==> src/rtl/robo_coletor_param.sv <==
`default_nettype none
// ============================================================================
// Module      : robo_coletor_param
// Description : Wall-following debris-collecting robot controller.
//               Left-hand wall follower that removes debris ahead with a
//               configurable number of hits, counts forward moves and
//               cleared cells, and ends the run after MAX_MOVES moves.
//               Optional stall watchdog enabled by defining STALL_WDOG_EN.
// Ports       : clock   - single clock, rising edge
//               reset   - synchronous active-high reset
//               head    - wall ahead          left    - wall on the left
//               under   - pause request       barrier - debris ahead
//               forward/turn/remove - one-cycle registered action pulses
//               moves   - forward pulses issued (saturating)
//               cleared - debris cells removed (saturating)
//               done    - run finished (sticky)
//               stalled - run ended by the watchdog (sticky, 0 if disabled)
// Revision    : 1.0 - initial release
// ============================================================================
module robo_coletor_param #(
   parameter int CNT_W       = 24,
   parameter int MAX_MOVES   = 25,
   parameter int REMOVE_HITS = 3,
   parameter int STALL_LIM   = 16
) (
   input  logic             clock,
   input  logic             reset,
   input  logic             head,
   input  logic             left,
   input  logic             under,
   input  logic             barrier,
   output logic             forward,
   output logic             turn,
   output logic             remove,
   output logic [CNT_W-1:0] moves,
   output logic [CNT_W-1:0] cleared,
   output logic             done,
   output logic             stalled
);

   typedef enum logic [2:0] {
      S_IDLE   = 3'd0,
      S_DECIDE = 3'd1,
      S_COMMIT = 3'd2,
      S_SPIN1  = 3'd3,
      S_SPIN2  = 3'd4,
      S_REMOVE = 3'd5,
      S_DONE   = 3'd6
   } state_t;

   localparam logic [CNT_W-1:0] CNT_MAX     = '1;
   localparam logic [CNT_W-1:0] MAX_MOVES_C = CNT_W'(MAX_MOVES);
   localparam logic [3:0]       HITS_C      = 4'(REMOVE_HITS);

   if (REMOVE_HITS < 1 || REMOVE_HITS > 15 || STALL_LIM < 1) begin : g_bad_param
      $error("robo_coletor_param: REMOVE_HITS must be 1..15 and STALL_LIM >= 1");
   end

   state_t           state_q, state_d;
   logic             forward_q, forward_d;
   logic             turn_q, turn_d;
   logic             remove_q, remove_d;
   logic [CNT_W-1:0] moves_q, moves_d;
   logic [CNT_W-1:0] cleared_q, cleared_d;
   logic             done_q, done_d;
   logic [3:0]       hits_q, hits_d;

   // Intermediate decode of the action chosen this cycle
   logic             start_remove;
   logic             hit_pulse;
   logic             fwd_pulse;
   logic [3:0]       hit_next;
   logic [CNT_W-1:0] moves_inc;
   logic [CNT_W-1:0] cleared_inc;

`ifdef STALL_WDOG_EN
   localparam int              STALL_W   = $clog2(STALL_LIM + 1);
   localparam logic [STALL_W-1:0] STALL_LIM_C = STALL_W'(STALL_LIM);
   logic [STALL_W-1:0] stall_q, stall_d;
   logic               stalled_q, stalled_d;
   logic               wdog_active;
`endif

   always_comb begin
      state_d      = state_q;
      forward_d    = 1'b0;
      turn_d       = 1'b0;
      remove_d     = 1'b0;
      moves_d      = moves_q;
      cleared_d    = cleared_q;
      done_d       = done_q;
      hits_d       = hits_q;
      start_remove = 1'b0;
      hit_pulse    = 1'b0;
      fwd_pulse    = 1'b0;
      hit_next     = 4'd0;
      moves_inc    = (moves_q == CNT_MAX) ? moves_q : moves_q + 1'b1;
      cleared_inc  = (cleared_q == CNT_MAX) ? cleared_q : cleared_q + 1'b1;

      case (state_q)
         S_IDLE: begin
            if (!under) state_d = S_DECIDE;
         end
         S_DECIDE: begin
            if (!under) begin
               if (barrier) begin
                  start_remove = 1'b1;
               end else if (!left) begin
                  turn_d  = 1'b1;
                  state_d = S_COMMIT;
               end else if (!head) begin
                  fwd_pulse = 1'b1;
               end else begin
                  turn_d  = 1'b1;
                  state_d = S_SPIN1;
               end
            end
         end
         S_COMMIT: begin
            if (!under) begin
               if (barrier) begin
                  start_remove = 1'b1;
               end else begin
                  state_d   = S_DECIDE;
                  fwd_pulse = !head;
               end
            end
         end
         S_SPIN1: begin
            if (!under) begin
               turn_d  = 1'b1;
               state_d = S_SPIN2;
            end
         end
         S_SPIN2: begin
            if (!under) begin
               turn_d  = 1'b1;
               state_d = S_DECIDE;
            end
         end
         S_REMOVE: begin
            if (!under) begin
               if (barrier && (hits_q < HITS_C)) begin
                  hit_pulse = 1'b1;
               end else begin
                  // Debris vanished (or count already complete): abandon the cell
                  state_d = S_DECIDE;
                  hits_d  = 4'd0;
               end
            end
         end
         S_DONE: begin
            done_d = 1'b1;
         end
         default: begin
            state_d = S_IDLE;
         end
      endcase

      // A hit either opens a new cell (count restarts at 1) or continues one;
      // the cell is cleared on the same edge as its last hit.
      if (start_remove || hit_pulse) begin
         remove_d = 1'b1;
         hit_next = start_remove ? 4'd1 : hits_q + 4'd1;
         if (hit_next >= HITS_C) begin
            cleared_d = cleared_inc;
            hits_d    = 4'd0;
            state_d   = S_DECIDE;
         end else begin
            hits_d    = hit_next;
            state_d   = S_REMOVE;
         end
      end

      if (fwd_pulse) begin
         forward_d = 1'b1;
         moves_d   = moves_inc;
         if (moves_inc == MAX_MOVES_C) begin
            state_d = S_DONE;
            done_d  = 1'b1;
         end
      end

`ifdef STALL_WDOG_EN
      stall_d     = stall_q;
      stalled_d   = stalled_q;
      wdog_active = (state_q != S_IDLE) && (state_q != S_DONE) && !under;
      if (wdog_active) begin
         if (fwd_pulse) begin
            stall_d = '0;
         end else begin
            stall_d = stall_q + 1'b1;
            // Watchdog expiry overrides whatever this cycle would have done
            if (stall_d == STALL_LIM_C) begin
               state_d   = S_DONE;
               done_d    = 1'b1;
               stalled_d = 1'b1;
               forward_d = 1'b0;
               turn_d    = 1'b0;
               remove_d  = 1'b0;
               cleared_d = cleared_q;
               hits_d    = 4'd0;
            end
         end
      end
`endif
   end

   always_ff @(posedge clock) begin
      if (reset) begin
         state_q   <= S_IDLE;
         forward_q <= 1'b0;
         turn_q    <= 1'b0;
         remove_q  <= 1'b0;
         moves_q   <= '0;
         cleared_q <= '0;
         done_q    <= 1'b0;
         hits_q    <= 4'd0;
      end else begin
         state_q   <= state_d;
         forward_q <= forward_d;
         turn_q    <= turn_d;
         remove_q  <= remove_d;
         moves_q   <= moves_d;
         cleared_q <= cleared_d;
         done_q    <= done_d;
         hits_q    <= hits_d;
      end
   end

`ifdef STALL_WDOG_EN
   always_ff @(posedge clock) begin
      if (reset) begin
         stall_q   <= '0;
         stalled_q <= 1'b0;
      end else begin
         stall_q   <= stall_d;
         stalled_q <= stalled_d;
      end
   end
   assign stalled = stalled_q;
`else
   assign stalled = 1'b0;
`endif

   assign forward = forward_q;
   assign turn    = turn_q;
   assign remove  = remove_q;
   assign moves   = moves_q;
   assign cleared = cleared_q;
   assign done    = done_q;

endmodule
`default_nettype wire
==> config.mk <==
export PLATFORM = sky130hd
export DESIGN_NAME = robo_coletor_param
export DESIGN_NICKNAME = d
export VERILOG_FILES = /design/src/rtl/robo_coletor_param.sv
export SDC_FILE = /design/constraint.sdc
export NUM_CORES = 1
export LEC_CHECK = 0
export CAP_MARGIN = 0
export CORE_ASPECT_RATIO = 0.9
export CORE_MARGIN = 1.5
export CORE_UTILIZATION = 57
export DETAILED_ROUTE_END_ITERATION = 8
export GPL_TIMING_DRIVEN = 0
export PLACE_DENSITY = 0.94
export SKIP_CTS_REPAIR_TIMING = 1
export SYNTH_ARGS = -nofsm -noshare
export SYNTH_HDL_FRONTEND = slang
export SYNTH_SLANG_ARGS = --single-unit
==> constraint.sdc <==
create_clock -name clock -period 5.7 [get_ports clock]
set_input_delay 0.855 -clock clock [delete_from_list [all_inputs] [get_ports clock]]
set_output_delay 0.855 -clock clock [all_outputs]
set_load 0.005 [all_outputs]
[Yosys cells after proc, flatten, opt, wreduce, memory -nomap -nowiden]
Index checks and enable logic that the tools add are counted.
Storage, ports and cells
  flip-flop bits (word level): 59
  word-level logic and storage cells: 81
  bits of input ports: 6
Cells by class
  add/subtract/negate cells: 3
  reductions and logical operators: 10
  order comparisons: 2
  multiplexer cells: 46
  eq/ne operators: 11
  bitwise operators: 1
Operators with widths (number)
  adder 24 x 1 -> 24 bit (second input constant): 2
  == test 24 bit (second input constant): 2
  two-way mux 3 bit: 14
  == test 24 x 5 -> 1 bit (second input constant): 1
  two-way mux 24 bit: 1
  two-way mux 4 bit: 6
  two-way mux 1 bit: 22
  one-hot mux 3 bit (6 select lines): 1
  == test 3 bit (second input constant): 3
  == test 3 x 2 -> 1 bit (second input constant): 2
  AND reduction 3 bit: 2
  OR reduction 2 bit: 3
  adder 4 x 1 -> 4 bit (second input constant): 1
  >= comparator 4 x 2 -> 1 bit (second input constant): 1
  < comparator 4 x 2 -> 1 bit (second input constant): 1
  inequality test 2 x 1 -> 1 bit (second input constant): 2
  one-hot mux 1 bit (2 select lines): 2
  == test 3 x 1 -> 1 bit (second input constant): 1
  zero test 3 bit: 1
  nonzero test 2 bit: 1
  logical AND 1 bit: 1
  zero test 1 bit: 1
  logical OR 1 bit: 1
  NOT 1 bit: 1

[Logic depth before layout (Yosys ltp)]
  depth after elaboration: 9
  depth in mapped cells: 8
  mapped depth without buffers: 7

[Least setup slack after synthesis]
Ideal clock, no wire load.
  path type: input to register
  start: input port under
  end: register state_q[0]
  data arrival time: 2.497 ns
  stages: 6
  data required time: 5.585 ns
  path slack: 3.089 ns
  library setup time: 0.115 ns
  cells stage by stage: or4_1 > a21oi_2 > nand3_1 > a2111oi_0 > o2111ai_1 > o21ba_1
Between the ends
  longest elaborated chain between the ends: 6
  elaborated cells between the ends (all ways): 17
  those cells by class: mux (16); reduce/logical (1)
Ends and longest elaborated chain
  from (decl): line 30  | input logic under,
  branches (longest 5 deep; another with one-hot mux 3 bit (6 select lines))
  two-way mux 3 bit *: line 175  | if (fwd_pulse) begin
  to (signal assigned): line 220  | state_q <= state_d;
  to (decl): line 59  | state_t state_q, state_d;
Every way passes the cells marked *.
A chain may end at the register's enable or synchronous reset.

[Final worst setup path]
Ends and elaborated chain as after synthesis.

==> summary.md <==
| Metric | Value |
|---|---|
| Slowest stage delay, CP | 580 ps |
| CP max stage cell | or4_1 |
| Status | complete, no violations |
| Max Cap Violations | 0 |
| CTS Sinks | 59 |
| FP Rows | 25 |
| Clock transition at the registers of the reported paths | ~70 ps |
| Tot GR Track Use | 29.2% |
| Die width | 82.3 µm |
| Core ar. | ~5300 µm² |
| Final Cycle Share | around three fifths |
| Initial Utilization | around 60% |
| Largest net degree at the start of global routing | 11 |
| Die height | 74.4 µm |
| Synth Area in Simple Gates | 30.7% |
| # DRC | 0 |
| Fraction of registers with async set/reset | 0% |
| Startpoint Class | primary input |
| GRT overflow | 0 |
| Syn_area_per_cell | 8.15 µm² |
| Cell taking the most area after synthesis | dfxtp_1 |
| Global-route wire length before repair | 13,500 µm |
| Worst min path class | flop to flop |
| Final instance area | ~4000 µm² |
| Tmin final | 3340 ps |
| Family with the most delay on the worst path | compound AO/OA/AOI/OAI gates |
| Vias per cell | 5.88 |
| WL per Instance | 15.4 µm |
| Post-Place Cell Area | 3880 µm² |
| Buf/Inv on CP | 1 |
| Post-route ant nets | 0 |
| Static Leak | approximately 1.3 nW |
| Vias in the first global route | 2,850 |
| Critical Path RT | 5940 ps |
| Vias | 3,147 |
| Initial antenna violation count | 0 |
| Hold Slack | 496 ps |
| # nets final | 473 |
| Flops & latches, synth | 59 |
| Count of flip-flops with a built-in enable after synthesis | 0 |
| Routed WL | 8240 µm |
| Clock Path Buffers | 2 |
| Top cells by area, synth | dfxtp_1 (37%), xnor2_1 (9.0%), nor2_1 (6.9%) |
| Ant diodes | 0 |
| Number of distinct library cells after synthesis | between 50 and 60 |
| Crit path DAT | 3590 ps |
| Critical path peak fanout | 9 |
| Inst Count DP | 520 |
| P&R area growth vs syn | 25.5% |
| Unrepaired setup endpoints after global routing | no |
| Post-synth top area share | 36.6% |
| DR top layer | met4 |
| Max Slew Vio Count | 0 |
| DRT met1 WL | 3660 µm |
| Worst Tran Pin Value | roughly 800 ps |
| Setup Viol. Count Final | 0 |
| Max Clk Rate | around 300 MHz |
| Top_reg_cell synth | dfxtp_1 |
| CP Class | primary input to flop |
| Register area share after synthesis | 36.6% |
| CP Capture Type | flop |
| Clock latency on the worst-skew pair | 350 ps |
| Post-Synth Adder-Cell Area | 1.16% |
| Slew headroom | 46.5% |
| Ports | 59 |
| Worst-path cell chain | clkdlybuf4s50_1 -> or4_1 -> a21oi_2 -> nand3_1 -> a2111oi_0 -> o2111ai_1 -> o21ba_1 |
| Top post-synthesis cells by count | dfxtp_1 (59), nor2_1 (59), xnor2_1 (33), nand2_1 (21), nor3_1 (21) |
| Final Hold Violating Endpoints | 0 |
| Max VDD drop | 130 µV |
| First-pass iteration count of the detailed router | 5 |
| H-tree depth | 3 |
| TritonCTS clock tree | built |
| WL met3 | about 560 µm |
| Mapped Cells | approximately 400 |
| Compound-Gate Fraction of Synth Area | 13.5% |
| Buffers on Ports | 57 |
| Non-Filler Instances | 535 |
| Die area | 6120 µm² |
| Clk root buf | clkbuf_8 |
| Num CTS Buffers | 9 |
| Iter 0 DRT Violations | 215 |
| Mapped Area | 3230 µm² |
| Layout Skew | 5.67 ps |
| Synth Warn # | 0 |
| Largest family of logic cells by synthesized area | simple AND/OR/NAND/NOR gates |
| DP Wirelength | between 5000 and 6000 µm |
| Syn_nets | between 400 and 500 |
| PD cells | 195 nW/µm² |
| Final GP Congestion | 0.926 |
| Setup TNS | 0 ps |
| Post-synthesis mux area share | 0.969% |
| Routed wl met2 | 3860 µm |
| Share of cells above drive strength 1 | ~6.2% |
| Xor/xnor cell area share of the yosys netlist | between 10 and 15% |
[worst min-delay path: cells and delay by family (launching register included)]
kind / cells / cell delay (ps)
AOI/OAI and AO/OA: 2 / 130
DFF: 1 / 330
[cell families after synthesis]
kind of cell	after synthesis
other	1
multiplexers	3
buffers and inverters	35
adder cells (fa/ha/maj)	3
flip-flops	59
AO/OA/AOI/OAI	63
XOR/XNOR	46
AND/OR/NAND/NOR	186
[state kept, by name, indices dropped and copies added (netlist names)]
register  count
moves        24
state_q       3
forward       1
done          1
cleared      24
remove        1
turn          1
hits_q        4
[cell usage in the layout (no fill, tap or decap), types with 13 or more instances in the layout]
| cell | count |
|---|---|
| a21oi_1 | 18 |
| clkbuf_1 | 18 |
| clkdlybuf4s50_1 | 57 |
| dfxtp_1 | 59 |
| inv_1 | 13 |
| nand2_1 | 21 |
| nand3_1 | 19 |
| nand4_1 | 15 |
| nor2_1 | 59 |
| nor3_1 | 21 |
| xnor2_1 | 33 |
| xor2_1 | 13 |
[where the power goes]
part | leakage, nW | total [W] | internal (W) | switching, W
combinational | 0.707 | 0.0000378 | 0.0000151 | 0.0000228
clock | 0.0839 | 0.000335 | 0.000164 | 0.000171
sequential | 0.476 | 0.000416 | 0.000415 | 0.00000145
total | 1.27 | 0.000789 | 0.000594 | 0.000195
[routing by layer]
layer / global-route usage (%) / vias to the layer above
li1: - / 1556
met1: 38.4 / 1458
met2: 44.6 / 112
met3: 7.98 / 21
met4: 13.0 / 0
met5: 0 / -
[final timing paths]
| path | startpoint | to | slack (ps) | cells after the start |
|---|---|---|---|---|
| hold / removal | cleared[17] | cleared[17] | 500 | 2 |
| setup reg to reg | moves[0] | state_q[0] | 2830 | 7 |
| hold reg to reg | cleared[17] | cleared[17] | 500 | 2 |
| setup / recovery | under | state_q[0] | 2360 | 7 |
[per-stage QoR]
| step | power [W] | setup slack [ps] | utilization [%] |
|---|---|---|---|
| 5_1_grt | 0.000813 | 2110 | 75.7 |
| 3_5_place_dp | 0.000462 | 2010 | 72.6 |
| 3_3_place_gp | 0.000462 | 1970 | 72.6 |
| 2_1_floorplan | 0.000449 | 3090 | - |
| 4_1_cts | 0.000790 | 2380 | 75.7 |
| 6_report | 0.000789 | 2360 | 75.7 |
[final cells by class]
| class | instances | area, µm² |
|---|---|---|
| repair buffers | 57 | 571 |
| multi-input cells | 302 | 1900 |
| flip-flops and latches | 59 | 1180 |
| clock buffers | 10 | 138 |
| plain buffers | 22 | 95.1 |
| clock inverters | 5 | 30.0 |
| fillers | 410 | 1300 |
| well taps | 67 | 83.8 |
| inverters | 13 | 48.8 |
Note: power is estimated with default switching activity, not from simulation.
